<file path="src/rtl/alu_sequencer.sv">
// alu_sequencer: micro-sequencer that feeds a pipelined 4-bit ALU from a small
// program memory, waits a fixed ALU latency, then captures result and flags.
//
// Ports:
//   clk         system clock, rising edge
//   iRst_n      asynchronous active-low reset
//   iWe         program write strobe (IDLE only)
//   iWAddr      program write address
//   iWData      program word {mode[1:0], op[3:0], imm[3:0]}
//   iStart      start pulse (IDLE only)
//   iResultado  ALU result
//   iFlags      ALU flags {sign, parity, overflow, carry, zero}
//   oA, oB      ALU operands (accumulator copy, immediate)
//   oOpCode     ALU opcode, 4'b1111 when no operation is in flight
//   oAcc        accumulator
//   oFlagReg    last captured ALU flags
//   oPc         program counter
//   oBusy       high in any state except IDLE
//   oDone       one-cycle pulse when HALT executes
module alu_sequencer #(
   parameter int unsigned ALU_LAT = 3,
   parameter int unsigned DEPTH   = 16
) (
   input  logic                     clk,
   input  logic                     iRst_n,
   input  logic                     iWe,
   input  logic [$clog2(DEPTH)-1:0] iWAddr,
   input  logic [9:0]               iWData,
   input  logic                     iStart,
   input  logic [3:0]               iResultado,
   input  logic [4:0]               iFlags,
   output logic [3:0]               oA,
   output logic [3:0]               oB,
   output logic [3:0]               oOpCode,
   output logic [3:0]               oAcc,
   output logic [4:0]               oFlagReg,
   output logic [$clog2(DEPTH)-1:0] oPc,
   output logic                     oBusy,
   output logic                     oDone
);

   localparam int unsigned PC_W  = $clog2(DEPTH);
   localparam int unsigned CNT_W = 3;
   localparam int unsigned DW    = 4;
   localparam int unsigned FW    = 5;
   localparam int unsigned IW    = 10;

   localparam logic [DW-1:0] OP_NOP = 4'b1111;

   localparam logic [1:0] M_EXEC = 2'b00;
   localparam logic [1:0] M_LOAD = 2'b01;
   localparam logic [1:0] M_BRZ  = 2'b10;
   localparam logic [1:0] M_HALT = 2'b11;

   typedef enum logic [1:0] {
      ST_IDLE   = 2'd0,
      ST_FETCH  = 2'd1,
      ST_DECODE = 2'd2,
      ST_WAIT   = 2'd3
   } state_t;

   state_t r_state, w_state_nxt;

   logic [IW-1:0]    r_mem [DEPTH];
   logic [IW-1:0]    r_ir,   w_ir_nxt;
   logic [PC_W-1:0]  r_pc,   w_pc_nxt;
   logic [DW-1:0]    r_acc,  w_acc_nxt;
   logic [FW-1:0]    r_flag, w_flag_nxt;
   logic [DW-1:0]    r_a,    w_a_nxt;
   logic [DW-1:0]    r_b,    w_b_nxt;
   logic [DW-1:0]    r_op,   w_op_nxt;
   logic [CNT_W-1:0] r_cnt,  w_cnt_nxt;
   logic             r_busy, w_busy_nxt;
   logic             r_done, w_done_nxt;

   logic [PC_W-1:0]  w_pc_inc;
   logic [1:0]       w_mode;
   logic [DW-1:0]    w_ir_op;
   logic [DW-1:0]    w_ir_imm;
   logic             w_we;

   assign w_mode   = r_ir[9:8];
   assign w_ir_op  = r_ir[7:4];
   assign w_ir_imm = r_ir[3:0];
   assign w_we     = iWe && (r_state == ST_IDLE);

   // pc + 1 modulo DEPTH (also correct for non-power-of-two depths)
   assign w_pc_inc = (r_pc == PC_W'(DEPTH - 1)) ? '0 : r_pc + PC_W'(1);

   // Program memory: no reset, contents survive iRst_n
   always_ff @(posedge clk) begin
      if (w_we) begin
         r_mem[iWAddr] <= iWData;
      end
   end

   // State register
   always_ff @(posedge clk or negedge iRst_n) begin
      if (!iRst_n) begin
         r_state <= ST_IDLE;
      end else begin
         r_state <= w_state_nxt;
      end
   end

   // Next-state and datapath next values
   always_comb begin
      w_state_nxt = r_state;
      w_ir_nxt    = r_ir;
      w_pc_nxt    = r_pc;
      w_acc_nxt   = r_acc;
      w_flag_nxt  = r_flag;
      w_a_nxt     = r_a;
      w_b_nxt     = r_b;
      w_op_nxt    = r_op;
      w_cnt_nxt   = r_cnt;
      w_done_nxt  = 1'b0;

      unique case (r_state)
         ST_IDLE: begin
            if (iStart) begin
               w_pc_nxt    = '0;
               w_acc_nxt   = '0;
               w_flag_nxt  = '0;
               w_state_nxt = ST_FETCH;
            end
         end

         ST_FETCH: begin
            w_ir_nxt    = r_mem[r_pc];
            w_state_nxt = ST_DECODE;
         end

         ST_DECODE: begin
            unique case (w_mode)
               M_EXEC: begin
                  w_a_nxt     = r_acc;
                  w_b_nxt     = w_ir_imm;
                  w_op_nxt    = w_ir_op;
                  w_cnt_nxt   = '0;
                  w_state_nxt = ST_WAIT;
               end
               M_LOAD: begin
                  w_acc_nxt   = w_ir_imm;
                  w_pc_nxt    = w_pc_inc;
                  w_state_nxt = ST_FETCH;
               end
               M_BRZ: begin
                  w_pc_nxt    = r_flag[0] ? PC_W'(w_ir_imm) : w_pc_inc;
                  w_state_nxt = ST_FETCH;
               end
               M_HALT: begin
                  w_done_nxt  = 1'b1;
                  w_state_nxt = ST_IDLE;
               end
               default: begin
                  w_state_nxt = ST_IDLE;
               end
            endcase
         end

         ST_WAIT: begin
            w_cnt_nxt = r_cnt + CNT_W'(1);
            // Flags become valid ALU_LAT edges after the operands changed;
            // capture on the following edge
            if (r_cnt == CNT_W'(ALU_LAT)) begin
               w_acc_nxt   = iResultado;
               w_flag_nxt  = iFlags;
               w_pc_nxt    = w_pc_inc;
               w_op_nxt    = OP_NOP;
               w_state_nxt = ST_FETCH;
            end
         end

         default: begin
            w_state_nxt = ST_IDLE;
         end
      endcase

      w_busy_nxt = (w_state_nxt != ST_IDLE);
   end

   // Registered datapath and outputs
   always_ff @(posedge clk or negedge iRst_n) begin
      if (!iRst_n) begin
         r_ir   <= '0;
         r_pc   <= '0;
         r_acc  <= '0;
         r_flag <= '0;
         r_a    <= '0;
         r_b    <= '0;
         r_op   <= OP_NOP;
         r_cnt  <= '0;
         r_busy <= 1'b0;
         r_done <= 1'b0;
      end else begin
         r_ir   <= w_ir_nxt;
         r_pc   <= w_pc_nxt;
         r_acc  <= w_acc_nxt;
         r_flag <= w_flag_nxt;
         r_a    <= w_a_nxt;
         r_b    <= w_b_nxt;
         r_op   <= w_op_nxt;
         r_cnt  <= w_cnt_nxt;
         r_busy <= w_busy_nxt;
         r_done <= w_done_nxt;
      end
   end

   assign oA       = r_a;
   assign oB       = r_b;
   assign oOpCode  = r_op;
   assign oAcc     = r_acc;
   assign oFlagReg = r_flag;
   assign oPc      = r_pc;
   assign oBusy    = r_busy;
   assign oDone    = r_done;

endmodule

</file>
<file path="config.mk">
export PLATFORM = sky130hd
export DESIGN_NAME = alu_sequencer
export DESIGN_NICKNAME = d
export VERILOG_FILES = /design/src/rtl/alu_sequencer.sv
export SDC_FILE = /design/constraint.sdc
export NUM_CORES = 1
export LEC_CHECK = 0
export ABC_AREA = 1
export CORE_MARGIN = 2
export CORE_UTILIZATION = 60
export DETAILED_ROUTE_END_ITERATION = 6
export PLACE_DENSITY = 0.81
export SKIP_CTS_REPAIR_TIMING = 1
export SLEW_MARGIN = 10
export SYNTH_ARGS = -nofsm -noshare
export SYNTH_HDL_FRONTEND = slang
export SYNTH_SLANG_ARGS = --single-unit
</file>
<file path="constraint.sdc">
create_clock -name clk -period 4.9 [get_ports clk]
set_clock_uncertainty 0.15 [all_clocks]
set_input_delay 0.735 -clock clk [delete_from_list [all_inputs] [get_ports clk]]
set_output_delay 0.735 -clock clk [all_outputs]
set_load 0.02 [all_outputs]
</file>
==> Word level (Yosys, flattened, before mapping) <==
Memory sizes are Yosys's and may differ from the RTL's. A register that Yosys moved wholly into a read port is not among the register bits.
Cells that the tools add are included.
W data, S select, Z words.
{ "op_classes": {"addsub": 2, "n_eq_ne": 13, "mux": 25, "reduce_logical": 15} }
{ "ops": {"columns": ["op", "n"], "rows": [
  ["$mux W4", 8],
  ["$pmux W4 S3", 2],
  ["$pmux W4 S2", 2],
  ["$mux W5", 2],
  ["$pmux W5 S2", 1],
  ["$eq A2 B2 Y1 const B", 4],
  ["$ne A2 B2 Y1 const B", 4],
  ["$pmux W2 S4", 1],
  ["$reduce_and A4 Y1", 2],
  ["$pmux W2 S3", 1],
  ["$pmux W3 S2", 1],
  ["$reduce_and A3 Y1", 2],
  ["$reduce_bool A2 Y1", 3],
  ["$add A4 B1 Y4 const B", 1],
  ["$eq A2 B1 Y1 const B", 2],
  ["$eq A4 B4 Y1 const B", 1],
  ["$logic_not A2 Y1", 2],
  ["$mux W1", 4],
  ["$mux W2", 2],
  ["$reduce_and A2 Y1", 2],
  ["$add A3 B1 Y3 const B", 1],
  ["$eq A3 B2 Y1 const B", 1],
  ["$mux W3", 1],
  ["$ne A3 B3 Y1 const B", 1],
  ["other kinds (4)", 4]
]} }
{ "totals": {"regBits": 32, "ram_bits": 160, "output_inout_bits": 27, "wordCells": 66, "n_memories": 1} }
{ "memory_table": {"columns": ["name", "depth", "width", "read_ports", "rd_ports_with_merged_regs", "write_ports", "line_no", "rtl"], "rows": [
  ["r_mem", 16, 10, 1, 1, 1, "64", "logic [IW-1:0] r_mem [DEPTH];"]
]} }

==> Logic depth before layout (Yosys ltp) <==
{ "logic_depth": {"ltp_word": 5, "ltp_mapped": 11} }

==> Worst setup path before layout <==
Ideal clock, no wire load.
{ "synth_path": {"path_type": "input port to flip-flop", "from": "input port iWe", "to": "memory r_mem[10][0], enable pin", "setup_ns": 0.376, "arrival_time_ns": 1.719, "required_time_ns": 4.374, "setup_slack_ns": 2.655, "path_stages": 3, "n_path_buf": 0, "cell_sequence": "nor3b_1 > nand3_1 > nor2_1"} }
{ "synth_via": {"elab_chain_cells": 3} }
{ "synth_rtl": {"columns": ["item", "line_no", "rtl"], "rows": [
  ["from (decl)", "26", "input logic iWe,"],
  ["$logic_and A1 B1 Y1", "85", "assign w_we = iWe && (r_state == ST_IDLE);"],
  ["$mux W1", "92", "if (w_we) begin"],
  ["$mux W1 (not written as such)", "93", "r_mem[iWAddr] <= iWData;"],
  ["to (decl)", "64", null]
]} }
No other way between the ends.

==> Final worst setup path <==
{ "layout_path": {"from": "register r_pc[0], in the netlist oPc[0]", "to": "output port oPc[0]"} }
{ "layout_lines": {"columns": ["item", "line_no", "rtl"], "rows": [
  ["from (decl)", "66", "logic [PC_W-1:0] r_pc, w_pc_nxt;"],
  ["from (signal assigned)", "198", "r_pc <= w_pc_nxt;"],
  ["to (decl)", "37", "output logic [$clog2(DEPTH)-1:0] oPc,"]
]} }
No word-level cell between the ends.

==> impl_metrics.py <==
metrics = {
    "outcome": {
        "outcome": "finished clean",
    },
    "floorplan": {
        "die_height_um": 123,
        "boundaryPins": 54,
        "die_w_um": 123,
        "core_sq_mm": 0.0138,
        "die_area_sq_mm": 0.0150,
        "floorplan.rows": 43,
        "initial_utilization_pct": 61.0,
    },
    "global_route": {
        "use_met3_pct": 3.02,
        "busiest_layer": "met2",
        "grtUsageTotal_pct": 27.4,
        "met2_usage_pct": 47.7,
        "global_route_wire_length_before_repair_um": 30700,
        "grt_antenna_before_repair": 0,
        "largest_net_degree_at_the_start_of_global_routing": 64,
        "use_met1_pct": 35.5,
        "gr-total-overflow": 0,
        "via_count_of_the_first_global_routing_pass": 5845,
    },
    "critical_path": {
        "timing.rr.end": "r_ir[5]",
        "data_required_time_at_the_worst_endpoint_ns": 4.01,
        "timing.critical_path.fanout_max": 63,
        "worst_path_class_setup": "reg -> out",
        "rr_startpoint": "oPc[2]",
        "worst-endpoint-arrival_ns": 2.43,
        "type_of_destination_of_the_critical_path": "output pin",
        "flop_to_flop_setup_slack_ns": 1.94,
        "reg2regPathDepth": 8,
        "timing.critical_path.from_type": "flop",
    },
    "place": {
        "dp_slack_ns": 1.43,
        "globalplace.congestion": 0.917,
        "dp_hpwl_um": 12700,
        "placed_cells_incl_taps": 980,
        "portBuffers": 53,
    },
    "detailed_routing": {
        "number_of_vias_per_cell_after_detailed_routing": 5.92,
        "dr_total_vias": 6016,
        "dr.first_iter.drc_count": 708,
        "wl_per_cell_um": 19.7,
        "drt-pass1-iter-count": 7,
        "drt-total-wl_um": 20100,
        "drt.antenna.violating_nets": 0,
        "drc_errors": 0,
    },
    "logic_synthesis": {
        "synth_edf_count": 160,
        "warnings_from_yosys": 0,
        "yosysMostFrequentCell": "sky130_fd_sc_hd__nand2_1",
        "synth.avg_cell_area_sq_um": 10.8,
        "postSynth.asyncResetShare_pct": 20.8,
        "ys_seq_area_share_pct": 69.5,
        "postSynthNetCount": 816,
        "ys_dominant_reg_cell": "sky130_fd_sc_hd__edfxtp_1",
        "yosys-top-cells-area": "sky130_fd_sc_hd__edfxtp_1, sky130_fd_sc_hd__nand2_1, sky130_fd_sc_hd__dfrtp_1, sky130_fd_sc_hd__nand3_1, sky130_fd_sc_hd__nor2_1",
        "top_post_synthesis_cells_by_count": "sky130_fd_sc_hd__nand2_1, sky130_fd_sc_hd__edfxtp_1, sky130_fd_sc_hd__nand3_1, sky130_fd_sc_hd__dfrtp_1, sky130_fd_sc_hd__nor2_1",
        "synth_top_cell_by_area": "sky130_fd_sc_hd__edfxtp_1",
        "post_synth_instance_area_sq_mm": 0.00843,
        "netlist-cell-type-count": 26,
        "synthDominantCellAreaShare_pct": 57.0,
        "postSynthCellCount": 780,
        "synth-seq-cells": 202,
    },
    "sta": {
        "rsz0062_at_grt": "false",
        "final_max_slew_viol_count": 0,
        "fin_ws_ns": 1.59,
        "final-hold-violation-count": 0,
        "setup_total_negative_slack_ns": 0,
        "final_worst_path_period_share_pct": 67.6,
        "setup_viol": 0,
        "tightest_slew_ns": 1.17,
        "slew_headroom_pct": 21.7,
        "final_period_minus_worst_setup_slack_ns": 3.31,
        "max_frequency_ghz": 0.302,
    },
    "clock_tree": {
        "clk_transition_reported_paths_ns": 0.06,
        "number_of_h_tree_levels": 1,
        "cts_buffer_depth": 3,
        "clock_latency_ns": 0.49,
        "clk_root_buffer_cell": "sky130_fd_sc_hd__clkbuf_16",
        "cts-buffers-inserted": 20,
        "tritoncts_clock_tree": "yes",
        "clkSinkCount": 202,
    },
    "run": {
        "max_cap_viols": 0,
    },
    "power_and_ir_drop": {
        "static-leakage-power_nw": 3.83,
        "worst_ir_drop_vdd_mv": 0.260,
        "comb_power_share_pct": 29.7,
        "power_density_mw_per_mm2": 555,
        "p_sw_mw": 1.85,
        "netSwitchingFraction_pct": 34.5,
        "clockPowerShare_pct": 29.5,
        "seq_power_share_pct": 40.8,
        "cellInternalPower_mw": 3.52,
        "power.total_mw": 5.37,
    },
    "cells_and_area": {
        "diodes": 0,
        "number_of_filler_cells_placed_in_the_layout": 952,
        "area_added_between_synthesis_and_finish_pct": 14.8,
        "post_route_cells_drive_above_1_share_pct": 5.74,
        "layout.nets": 858,
        "final_util_pct": 70.0,
        "stdcell_count": 1016,
    },
    "worst_hold_path": {
        "hp-class": "in -> async",
    },
}
## registers in the layout, indices dropped and copies added (netlist names), 2 cells and up
signal	cells
oAcc	4
oA	4
r_state	2
oFlagReg	5
oPc	4
oB	4
oOpCode	4
r_ir	10
r_cnt	3
r_mem	160
## cell type report
class	count	area, sq um	share of cell area, %
Multi-Input combinational cell	513	2250	23.2
Sequential cell	202	5860	60.6
Inverter	29	109	1.13
Clock inverter	10	160	1.66
Timing Repair Buffer	56	548	5.66
Tap cell	180	225	2.33
Clock buffer	26	523	5.41
## layout by cell type (no fill, tap or decap), types with 2 or more instances in the layout
cell                                n
sky130_fd_sc_hd__edfxtp_1         160
sky130_fd_sc_hd__ha_1               9
sky130_fd_sc_hd__nand3_1          105
sky130_fd_sc_hd__o22a_1             4
sky130_fd_sc_hd__clkbuf_1           6
sky130_fd_sc_hd__a21oi_1           24
sky130_fd_sc_hd__o21ai_0           12
sky130_fd_sc_hd__clkinv_2           3
sky130_fd_sc_hd__o21ai_1            8
sky130_fd_sc_hd__clkinv_1           2
sky130_fd_sc_hd__clkdlybuf4s50_1   52
sky130_fd_sc_hd__buf_4              3
sky130_fd_sc_hd__nand2_2            3
sky130_fd_sc_hd__clkbuf_16         20
sky130_fd_sc_hd__inv_1             23
sky130_fd_sc_hd__o21ai_2            2
sky130_fd_sc_hd__nand2_1          305
sky130_fd_sc_hd__o22ai_1            2
sky130_fd_sc_hd__dfrtp_1           37
sky130_fd_sc_hd__inv_2              5
sky130_fd_sc_hd__dfstp_2            4
sky130_fd_sc_hd__nor2_1            35
sky130_fd_sc_hd__bufinv_16          4
## metal layers
layer,vias up,routed length (um)
met4,0,844
li1,2731,-
met5,-,0
met2,344,9990
met1,2876,7600
met3,65,1630
## how the worst max path moves through the flow
stage / from / end / slack [ns] / cells after the start
3_5_place_dp: iWe / r_mem[2][6] / 1.43 / 4
5_1_grt: oPc[0] / oPc[0] / 1.46 / 2
3_3_place_gp: iWe / r_mem[14][4] / 1.50 / 4
6_report: oPc[0] / oPc[0] / 1.59 / 2
4_1_cts: oPc[0] / oPc[0] / 1.59 / 2
2_1_floorplan: iWe / r_mem[10][0] / 2.65 / 3
## cells by family (layout without fill, tap and decap cells)
group,after synthesis,after routing,share of synthesized area [%]
compound gates,53,53,3.47
xor+xnor,1,1,0.104
flops,202,202,69.5
buf+inv,65,121,3.79
simple gates,450,450,21.8
fa+ha+maj,9,9,1.34
## per-stage QoR
step           hold slack (ns)  instance area, sq um
6_report                 0.229                  9680
5_1_grt                  0.310                  9680
4_1_cts                  0.247                  9680
3_5_place_dp             0.322                  8990
3_3_place_gp             0.310                  8990
2_1_floorplan            0.289                  8430
## critical path, stage by stage, from the launching register on
cell and delay (ns):
sky130_fd_sc_hd__dfrtp_2 0.60, sky130_fd_sc_hd__buf_4 0.61, sky130_fd_sc_hd__clkdlybuf4s50_1 0.73
## power groups by stage
stage	clock network, mW	logic [mW]	registers, mW
global route	1.67	1.77	2.21
detailed placement	0	1.56	2.22
finish	1.58	1.59	2.19
global placement	0	1.51	2.22
floorplan	0	1.06	2.24
CTS	1.60	1.58	2.19
(Power assumes the default switching activity.)
